===== src/rtl/serial_word_receiver_pkg.sv =====
// Shared encodings for the shift-register serial link (receive and transmit
// sides). FSM state and shift-direction constants are kept as plain 1-bit
// localparams so they match the legacy encodings on both ends.
package serial_link_pkg;

    localparam logic [0:0] ST_IDLE       = 1'b0;
    localparam logic [0:0] ST_SHIFT      = 1'b1;

    localparam logic [0:0] DIR_LSB_FIRST = 1'b0;
    localparam logic [0:0] DIR_MSB_FIRST = 1'b1;

endpackage


===== src/rtl/serial_word_receiver_if.sv =====
// Bus bundle for serial_word_receiver.
//   Serial side (into receiver): bit_en, bit_in, frame_start, msb_first, abort
//   Word side  (out of receiver): word_data, word_valid; word_ready back in
//   Status: overrun (sticky, cleared by clr_overrun), busy, bit_count
// slave  = receiver view, master = line sampler / consumer view.
interface serial_word_receiver_if #(
    parameter int WIDTH = 8
);
    localparam int CNT_W = $clog2(WIDTH + 1);

    logic             bit_en;
    logic             bit_in;
    logic             frame_start;
    logic             msb_first;
    logic             abort;
    logic [WIDTH-1:0] word_data;
    logic             word_valid;
    logic             word_ready;
    logic             overrun;
    logic             clr_overrun;
    logic             busy;
    logic [CNT_W-1:0] bit_count;

    modport slave (
        input  bit_en, bit_in, frame_start, msb_first, abort, word_ready, clr_overrun,
        output word_data, word_valid, overrun, busy, bit_count
    );

    modport master (
        output bit_en, bit_in, frame_start, msb_first, abort, word_ready, clr_overrun,
        input  word_data, word_valid, overrun, busy, bit_count
    );

endinterface


===== src/rtl/serial_word_receiver_sipo_shift_core.sv =====
// Serial-in/parallel-out shift register with a modulo-WIDTH bit counter.
//   clk, reset : clock, synchronous active-high reset
//   clr        : discard the partial word (counter and register to zero)
//   shift      : shift bit_in in this cycle (applied after clr if both set)
//   dir        : DIR_LSB_FIRST shifts right, DIR_MSB_FIRST shifts left
//   sr         : register contents after this cycle's shift (includes bit_in)
//   count      : bits collected in the current word, 0..WIDTH-1
//   done       : this cycle's shift completes a word
module sipo_shift_core
    import serial_link_pkg::*;
#(
    parameter  int WIDTH = 8,
    localparam int CNT_W = $clog2(WIDTH + 1)
) (
    input  logic             clk,
    input  logic             reset,
    input  logic             clr,
    input  logic             shift,
    input  logic             dir,
    input  logic             bit_in,
    output logic [WIDTH-1:0] sr,
    output logic [CNT_W-1:0] count,
    output logic             done
);

    logic [WIDTH-1:0] sr_q, sr_d, base_sr;
    logic [CNT_W-1:0] cnt_q, cnt_d, base_cnt;

    always_comb begin
        base_sr  = clr ? '0 : sr_q;
        base_cnt = clr ? '0 : cnt_q;
        sr_d     = base_sr;
        cnt_d    = base_cnt;
        done     = 1'b0;
        if (shift) begin
            if (dir == DIR_MSB_FIRST) begin
                sr_d = {base_sr[WIDTH-2:0], bit_in};
            end else begin
                sr_d = {bit_in, base_sr[WIDTH-1:1]};
            end
            if (base_cnt == CNT_W'(WIDTH - 1)) begin
                cnt_d = '0;
                done  = 1'b1;
            end else begin
                cnt_d = base_cnt + 1'b1;
            end
        end
    end

    always_ff @(posedge clk) begin
        if (reset) begin
            sr_q  <= '0;
            cnt_q <= '0;
        end else begin
            sr_q  <= sr_d;
            cnt_q <= cnt_d;
        end
    end

    // Next-state view lets the top capture the completed word on the same
    // edge that samples its final bit.
    assign sr    = sr_d;
    assign count = cnt_q;

endmodule


===== src/rtl/serial_word_receiver.sv =====
// Receive end of the shift-register serial link: assembles strobed serial bits
// into WIDTH-bit words and presents them through a one-entry valid/ready
// holding register with a sticky overrun flag.
//   clk, reset : clock, synchronous active-high reset
//   bus        : serial input, word output handshake and status (slave view)
module serial_word_receiver
    import serial_link_pkg::*;
#(
    parameter int WIDTH = 8
) (
    input  logic                   clk,
    input  logic                   reset,
    serial_word_receiver_if.slave  bus
);

    localparam int CNT_W = $clog2(WIDTH + 1);

    logic [0:0]       state_q, state_d;
    logic [0:0]       dir_q, dir_d;
    logic [WIDTH-1:0] data_q, data_d;
    logic             valid_q, valid_d;
    logic             ovr_q, ovr_d;

    logic             start, clr, shift, core_dir, done, load;
    logic [WIDTH-1:0] core_sr;
    logic [CNT_W-1:0] core_cnt;

    // abort outranks frame_start and bit_en; a start lets a coincident bit
    // count as bit 0 of the new frame, using the direction just presented.
    assign start    = bus.frame_start && !bus.abort;
    assign clr      = bus.abort || start;
    assign shift    = !bus.abort && bus.bit_en && (state_q == ST_SHIFT || start);
    assign core_dir = start ? bus.msb_first : dir_q;

    sipo_shift_core #(
        .WIDTH (WIDTH)
    ) u_core (
        .clk    (clk),
        .reset  (reset),
        .clr    (clr),
        .shift  (shift),
        .dir    (core_dir),
        .bit_in (bus.bit_in),
        .sr     (core_sr),
        .count  (core_cnt),
        .done   (done)
    );

    always_comb begin
        state_d = state_q;
        if (bus.abort) begin
            state_d = ST_IDLE;
        end else if (start) begin
            state_d = ST_SHIFT;
        end

        dir_d = start ? bus.msb_first : dir_q;

        // Holding register is free if empty or being drained this very edge.
        load   = done && (!valid_q || bus.word_ready);
        data_d = load ? core_sr : data_q;

        if (load) begin
            valid_d = 1'b1;
        end else if (valid_q && bus.word_ready) begin
            valid_d = 1'b0;
        end else begin
            valid_d = valid_q;
        end

        if (done && !load) begin
            ovr_d = 1'b1;
        end else if (bus.clr_overrun) begin
            ovr_d = 1'b0;
        end else begin
            ovr_d = ovr_q;
        end
    end

    always_ff @(posedge clk) begin
        if (reset) begin
            state_q <= ST_IDLE;
            dir_q   <= DIR_LSB_FIRST;
            data_q  <= '0;
            valid_q <= 1'b0;
            ovr_q   <= 1'b0;
        end else begin
            state_q <= state_d;
            dir_q   <= dir_d;
            data_q  <= data_d;
            valid_q <= valid_d;
            ovr_q   <= ovr_d;
        end
    end

    assign bus.word_data  = data_q;
    assign bus.word_valid = valid_q;
    assign bus.overrun    = ovr_q;
    assign bus.busy       = (state_q == ST_SHIFT);
    assign bus.bit_count  = core_cnt;

endmodule


===== src/flat_wrapper.sv =====
// flat-port wrapper written by rule: the top's interface ports become plain ports
module serial_word_receiver_flat import serial_link_pkg::*;
#(
    parameter int WIDTH = 8
)
  (clk, reset, bus_bit_en, bus_bit_in, bus_frame_start, bus_msb_first, bus_abort, bus_word_ready, bus_clr_overrun, bus_word_data, bus_word_valid, bus_overrun, bus_busy, bus_bit_count);
  serial_word_receiver_if #(.WIDTH(WIDTH)) bus_i ();
  input  logic clk;
  input  logic reset;
  input wire logic [$bits(bus_i.bit_en)-1:0] bus_bit_en;
  input wire logic [$bits(bus_i.bit_in)-1:0] bus_bit_in;
  input wire logic [$bits(bus_i.frame_start)-1:0] bus_frame_start;
  input wire logic [$bits(bus_i.msb_first)-1:0] bus_msb_first;
  input wire logic [$bits(bus_i.abort)-1:0] bus_abort;
  input wire logic [$bits(bus_i.word_ready)-1:0] bus_word_ready;
  input wire logic [$bits(bus_i.clr_overrun)-1:0] bus_clr_overrun;
  output wire logic [$bits(bus_i.word_data)-1:0] bus_word_data;
  output wire logic [$bits(bus_i.word_valid)-1:0] bus_word_valid;
  output wire logic [$bits(bus_i.overrun)-1:0] bus_overrun;
  output wire logic [$bits(bus_i.busy)-1:0] bus_busy;
  output wire logic [$bits(bus_i.bit_count)-1:0] bus_bit_count;
  assign bus_i.bit_en = bus_bit_en;
  assign bus_i.bit_in = bus_bit_in;
  assign bus_i.frame_start = bus_frame_start;
  assign bus_i.msb_first = bus_msb_first;
  assign bus_i.abort = bus_abort;
  assign bus_i.word_ready = bus_word_ready;
  assign bus_i.clr_overrun = bus_clr_overrun;
  assign bus_word_data = bus_i.word_data;
  assign bus_word_valid = bus_i.word_valid;
  assign bus_overrun = bus_i.overrun;
  assign bus_busy = bus_i.busy;
  assign bus_bit_count = bus_i.bit_count;
  serial_word_receiver #(.WIDTH(WIDTH)) u_core (.clk(clk), .reset(reset), .bus(bus_i));
endmodule

===== config.mk =====
export PLATFORM = sky130hd
export DESIGN_NAME = serial_word_receiver_flat
export DESIGN_NICKNAME = d
export VERILOG_FILES = /design/src/rtl/serial_word_receiver_pkg.sv /design/src/rtl/serial_word_receiver_if.sv /design/src/rtl/serial_word_receiver_sipo_shift_core.sv /design/src/rtl/serial_word_receiver.sv /design/src/flat_wrapper.sv
export SDC_FILE = /design/constraint.sdc
export NUM_CORES = 1
export LEC_CHECK = 0
export ABC_AREA = 0
export BUFFER_PORTS_ARGS = -buffer_cell sky130_fd_sc_hd__buf_2
export CAP_MARGIN = 20
export CELL_PAD_IN_SITES_DETAIL_PLACEMENT = 0
export CELL_PAD_IN_SITES_GLOBAL_PLACEMENT = 1
export CORE_MARGIN = 4
export CORE_UTILIZATION = 36
export DETAILED_ROUTE_END_ITERATION = 6
export PLACE_DENSITY = 0.77
export SLEW_MARGIN = 30
export SYNTH_ARGS = -nofsm -noshare
export SYNTH_HDL_FRONTEND = slang
export SYNTH_HIERARCHICAL = 1
export SYNTH_SLANG_ARGS = --single-unit

===== constraint.sdc =====
create_clock -name clk -period 1.8 [get_ports clk]
set_input_delay 0.36 -clock clk [delete_from_list [all_inputs] [get_ports clk]]
set_output_delay 0.36 -clock clk [all_outputs]
set_load 0.02 [all_outputs]

==> results of run 1 <==
## power by group
group	leakage [nW]	internal, mW	total (mW)	switching (mW)
combinational	0.397	0.0487	0.106	0.0577
sequential	0.194	0.538	0.541	0.00361
clock	0.0279	0.225	0.390	0.165
## layout by cell type (no fill, tap or decap), types with 2 or more instances in the layout
master / count
buf_2: 23
a211oi_1: 5
nor2b_2: 2
inv_1: 2
nor2_1: 18
buf_4: 11
a21oi_1: 4
nor2b_1: 2
mux2i_1: 9
nand2b_1: 17
clkbuf_4: 3
nor2b_4: 3
dfxtp_1: 24
nor3_1: 14
and2b_1: 6
nand2_1: 2
xnor2_1: 2
## timing repair
item                                    4_1_cts  5_1_grt
endpoints found under the setup margin        0        1
hold buffers                                  0        0
gates resized for setup                       0        1
## path summary, 6_finish.rpt
check | slack (ns) | from | endpoint | cells after the start
worst max register to register | 0.25 | u_core/u_core/count[0]$_SDFF_PP0_ | u_core/bus.word_data[0]$_SDFFE_PP0P_ | 7
worst min register to register | 0.48 | u_core/bus.word_data[2]$_SDFFE_PP0P_ | u_core/bus.word_data[2]$_SDFFE_PP0P_ | 2
worst min-delay path | 0.34 | bus_clr_overrun | u_core/bus.overrun$_SDFFE_PP0P_ | 4
worst max-delay path | 0.20 | bus_frame_start | u_core/bus.word_data[0]$_SDFFE_PP0P_ | 9
## metal layers
layer | vias to the layer above | share of wire | routed length [µm]
met5 | - | 0 | 0
li1 | 502 | - | -
met4 | 0 | 0.020 | 47
met2 | 18 | 0.47 | 1100
met1 | 425 | 0.48 | 1150
met3 | 4 | 0.030 | 71
## cell families after synthesis
group | count (synthesis) | share of synthesized area
fa+ha+maj | 1 | 0.0106
compound gates | 13 | 0.0909
flops | 24 | 0.406
simple gates | 70 | 0.340
mux | 10 | 0.0888
buf+inv | 10 | 0.0486
xor+xnor | 2 | 0.0148
## registers in the layout, summed over array words and instances (netlist names)
signal and flops:
u_core/u_core/count 4, u_core/bus.word_valid 1, u_core/u_core/sr_q 8, u_core/bus.overrun 1, u_core/dir_q 1, u_core/bus.word_data 8, u_core/bus.busy 1
## through the flow
| stage | cell area (µm²) | setup WS (ns) | total power, mW | TNS (ns) | std cells |
|---|---|---|---|---|---|
| final | 1480 | 0.204 | 1.04 | 0 | 206 |
| after global routing | 1480 | 0.0558 | 1.09 | 0 | 206 |
| after detailed placement | 1430 | -0.185 | 0.659 | -1.26 | 202 |
| after CTS | 1480 | 0.156 | 1.05 | 0 | 206 |
| after floorplan | 1200 | 0.00929 | 0.628 | 0 | 130 |
| after global placement | 1430 | -0.0913 | 0.658 | -0.687 | 202 |
## tightest hold or removal path: cells and delay by family
| kind | cells | cell delay, ns |
|---|---|---|
| AO/OA/AOI/OAI | 1 | 0.10 |
| buffers and inverters | 1 | 0.07 |
| AND/OR/NAND/NOR | 2 | 0.08 |
## final cells by class
class | count | area, µm²
Clock inverter | 1 | 30.0
Fill cell | 315 | 1620
Clock buffer | 3 | 22.5
Tap cell | 44 | 55.1
Sequential cell | 24 | 480
Multi-Input combinational cell | 96 | 663
Timing Repair Buffer | 35 | 218
Inverter | 3 | 11.3
==> results_dict.tcl, run 1 <==
set metrics [dict create \
    rsz0062_at_grt "false" \
    slew_viol_final 0 \
    outcome "finished, final reports clean" \
    yosysTopAreaCell "dfxtp_1" \
    die_h_um 65.3 \
    num_rows 20 \
    syn_nets 140 \
    cts_buffer_depth 2 \
    busiest_layer "met2" \
    synth_enable_flop_cells 0 \
    max_stage_delay_ns 0.27 \
    start_util 0.381 \
    clock_latency_ns 0.32 \
    gr-usage-met1 0.148 \
    numPortBuffers 23 \
    use_met2 0.206 \
    crit_top_cell "nor2b_2" \
    synth_top_area_share 0.406 \
    holdWs_ns 0.339 \
    synth_cell_type_count 29 \
    synth.area.top_cells "dfxtp_1, nand2b_1, mux2i_1, nor3_1, nor2_1" \
    n_antenna_cell 0 \
    relSlewSlack 0.750 \
    wl_per_cell_um 11.5 \
    drive_gt1_frac 0.327 \
    path_delay_family "simple AND/OR/NAND/NOR gates" \
    synth-seq-cells 24 \
    grt_pass1_vias 911 \
    grt_overflow_total 0 \
    setup_viol 0 \
    synth_area_per_cell_um2 9.10 \
    p_leak_nw 0.619 \
    hold_class "in2reg" \
    powerDensity_nw_per_um2 701 \
    cts_tree "done" \
    fin_skew_ns 0.0134 \
    required_ns 2.04 \
    post-cts-setup-buffers 0 \
    cts-buffers-inserted 3 \
    synth_warnings 6 \
    async_flop_share 0 \
    max_freq_mhz 627 \
    place.gp.congestion 0.797 \
    crit_buf_inv 2 \
    synthTopCellsByCount "dfxtp_1, nor2_1, nand2b_1, nor3_1, mux2i_1" \
    netlist_area_um2 1180 \
    drv_cap 0 \
    grtUsageMet3 0.0103 \
    post-route-period-util 0.887 \
    syn_to_final_growth_pct 25.1 \
    drt_iter0_markers 54 \
    ant_nets 0 \
    endpoint_kind "flip-flop" \
    crit_path_cell_trace "buf_2 -> or2_4 -> nor2b_2 -> ha_2 -> nand4b_1 -> nor2_1 -> nor2b_2 -> buf_12 -> mux2i_1" \
    crit_arrival_ns 1.84 \
    num_io_pins 24 \
    die-area_um2 4270 \
    place_hpwl_um 1820 \
    die_width_um 65.3 \
    hold_viol_final 0 \
    syn_inst 130 \
    critical_path_class "in2reg" \
    coreArea_um2 3100 \
    grt_pass1_wl_um 4080 \
    start_kind "input pin" \
    ys_seq_area_frac 0.406 \
    dr.pass1.iters 4 \
    synthMostInstantiatedCell "dfxtp_1" \
    grt_max_degree 27 \
    clk_pin_slew_ns 0.12 \
    worstMarginPinSlew_ns 0.376 \
    via_count 949 \
    root_buffer "clkbuf_4" \
    vdd_drop_max_v 0.000264 \
    final_nets 173 \
    finalWirelength_um 2370 \
    grt.total_usage 0.120 \
    cpMaxStageDelayCell "or2_4" \
    final_util 0.477 \
    cp_max_fo 8 \
    h-tree-depth 1 \
    synthFlopType "dfxtp_1" \
    avgViaCountPerCell 4.61 \
    drc 0 \
    period_minus_slack_ns 1.60 \
    clock_sinks 24 \
    antenna_found_initial 0 \
]
Note: power is estimated with default switching activity, not from simulation.
==> inputs of run 2 (changes only) <==
Settings changed: SETUP_SLACK_MARGIN set to 0.5.
==> results_dict.tcl, run 2 (synthesized netlist as in run 1, its figures left out) <==
set metrics [dict create \
    dr.pass1.iters 4 \
    fill_cells 296 \
    grt_max_degree 27 \
    h-tree-depth 1 \
    hold_class "in2reg" \
    crit_arrival_ns 1.80 \
    hold_buffers 0 \
    root_buffer "clkbuf_4" \
    rsz0062_at_grt "true" \
    numPortBuffers 23 \
    cts_tree "done" \
    power_frac_comb 0.169 \
    n_antenna_cell 0 \
    swShare 0.254 \
    drt_iter0_markers 20 \
    final_cells 220 \
    p_leak_nw 0.706 \
    clock_sinks 24 \
    start_kind "input pin" \
    grt.total_usage 0.146 \
    ant_nets 0 \
    coreArea_um2 3100 \
    place_hpwl_um 1910 \
    via_count 1056 \
    finalWirelength_um 2950 \
    die_h_um 65.3 \
    crit_top_cell "nor2b_4" \
    final_cell_mix "buf_4, buf_2, dfxtp_1" \
    period_minus_slack_ns 1.56 \
    wl_per_cell_um 13.4 \
    setup_ws_ns 0.244 \
    cpMaxStageDelayCell "or2_4" \
    critical_path_class "in2reg" \
    drc 0 \
    final_nets 188 \
    cts-buffers-inserted 3 \
    internal-power_mw 0.694 \
    powerDensity_nw_per_um2 540 \
    final_util 0.555 \
    crit_path_cell_trace "buf_6 -> or2_4 -> nor2b_4 -> ha_4 -> nand4b_1 -> nor2_2 -> nor2b_4 -> buf_12 -> mux2i_1" \
    worstMarginPinSlew_ns 0.413 \
    drive_gt1_frac 0.483 \
    max_stage_delay_ns 0.27 \
    grt_overflow_total 0 \
    die-area_um2 4270 \
    place.gp.congestion 0.762 \
    clk_pin_slew_ns 0.12 \
    p_seq_frac 0.584 \
    pre_cts_ws_ns -0.166 \
    slew_viol_final 0 \
    start_util 0.381 \
    avgViaCountPerCell 4.80 \
    num_rows 20 \
    layout_commonest_cell "buf_4" \
    syn_to_final_growth_pct 45.5 \
    max_freq_mhz 643 \
    endpoint_kind "flip-flop" \
    num_io_pins 24 \
    vdd_drop_max_v 0.000448 \
    grt_pass1_vias 1069 \
    grt_pass1_wl_um 4860 \
    clkPwrFrac 0.247 \
    crit_buf_inv 2 \
    post-route-period-util 0.865 \
    relSlewSlack 0.725 \
    outcome "finished, final reports clean" \
    drv_cap 0 \
    clock_latency_ns 0.31 \
    antenna_found_initial 0 \
    setup_viol 0 \
    path_delay_family "simple AND/OR/NAND/NOR gates" \
    cp_max_fo 8 \
    die_width_um 65.3 \
    cts_buffer_depth 2 \
    fin_skew_ns 0.00346 \
    placed_cells 204 \
    required_ns 2.04 \
    switchingPower_mw 0.236 \
    hold_viol_final 0 \
]
run 2: cell type report:
| type | count | area (µm²) | area share |
|---|---|---|---|
| Inverter | 3 | 13.8 | 0.00799 |
| Multi-Input combinational cell | 97 | 781 | 0.453 |
| Clock buffer | 3 | 22.5 | 0.0131 |
| Tap cell | 44 | 55.1 | 0.0320 |
| Sequential cell | 24 | 487 | 0.283 |
| Timing Repair Buffer | 49 | 363 | 0.211 |
run 2: power by group through the flow:
stage	registers, mW	clock network (mW)	logic (mW)
floorplan	0.555	0	0.0782
global placement	0.553	0	0.114
detailed placement	0.553	0	0.117
CTS	0.542	0.239	0.145
global route	0.544	0.270	0.169
finish	0.543	0.229	0.157
run 2: final timing paths:
check | start | to | slack [ns] | cells after the start
hold reg to reg | u_core/bus.word_data[2]$_SDFFE_PP0P_ | u_core/bus.word_data[2]$_SDFFE_PP0P_ | 0.48 | 2
setup reg to reg | u_core/u_core/count[0]$_SDFF_PP0_ | u_core/bus.word_data[7]$_SDFFE_PP0P_ | 0.28 | 7
setup / recovery | bus_abort | u_core/bus.word_data[7]$_SDFFE_PP0P_ | 0.24 | 9
hold / removal | bus_clr_overrun | u_core/bus.overrun$_SDFFE_PP0P_ | 0.36 | 4
run 2: what timing repair did:
| item | 4_1_cts | 5_1_grt |
|---|---|---|
| endpoints found under the setup margin | 16 | 23 |
| pin swaps | 6 | 7 |
| resized for setup | 17 | 13 |
| hold endpoints to repair | 0 | 0 |
| gates cloned | 1 | 0 |
| buffers inserted | 11 | 1 |
run 2: metrics by stage:
stage	power, mW	TNS (ns)	hold WS [ns]	area [µm²]
3_3_place_gp	0.668	-0.599	0.457	1480
4_1_cts	0.926	0	0.350	1670
2_1_floorplan	0.633	0	0.432	1240
3_5_place_dp	0.671	-1.18	0.460	1480
5_1_grt	0.984	0	0.353	1720
6_report	0.930	0	0.363	1720
run 2: layer usage:
metal / vias to the layer above / GRT usage / wire (µm)
met2: 19 / 0.282 / 1560
met4: 0 / 0.0233 / 21
li1: 536 / - / -
met5: - / 0 / 0
met1: 499 / 0.162 / 1250
met3: 2 / 0.0359 / 112
run 2: worst reg2reg max path, delay by kind of cell, from the launching register on:
family                   cells  cell delay, ns
flip-flops                   1            0.36
multiplexers                 1            0.18
adder cells (fa/ha/maj)      1            0.14
buffers and inverters        1            0.14
AND/OR/NAND/NOR              4            0.65
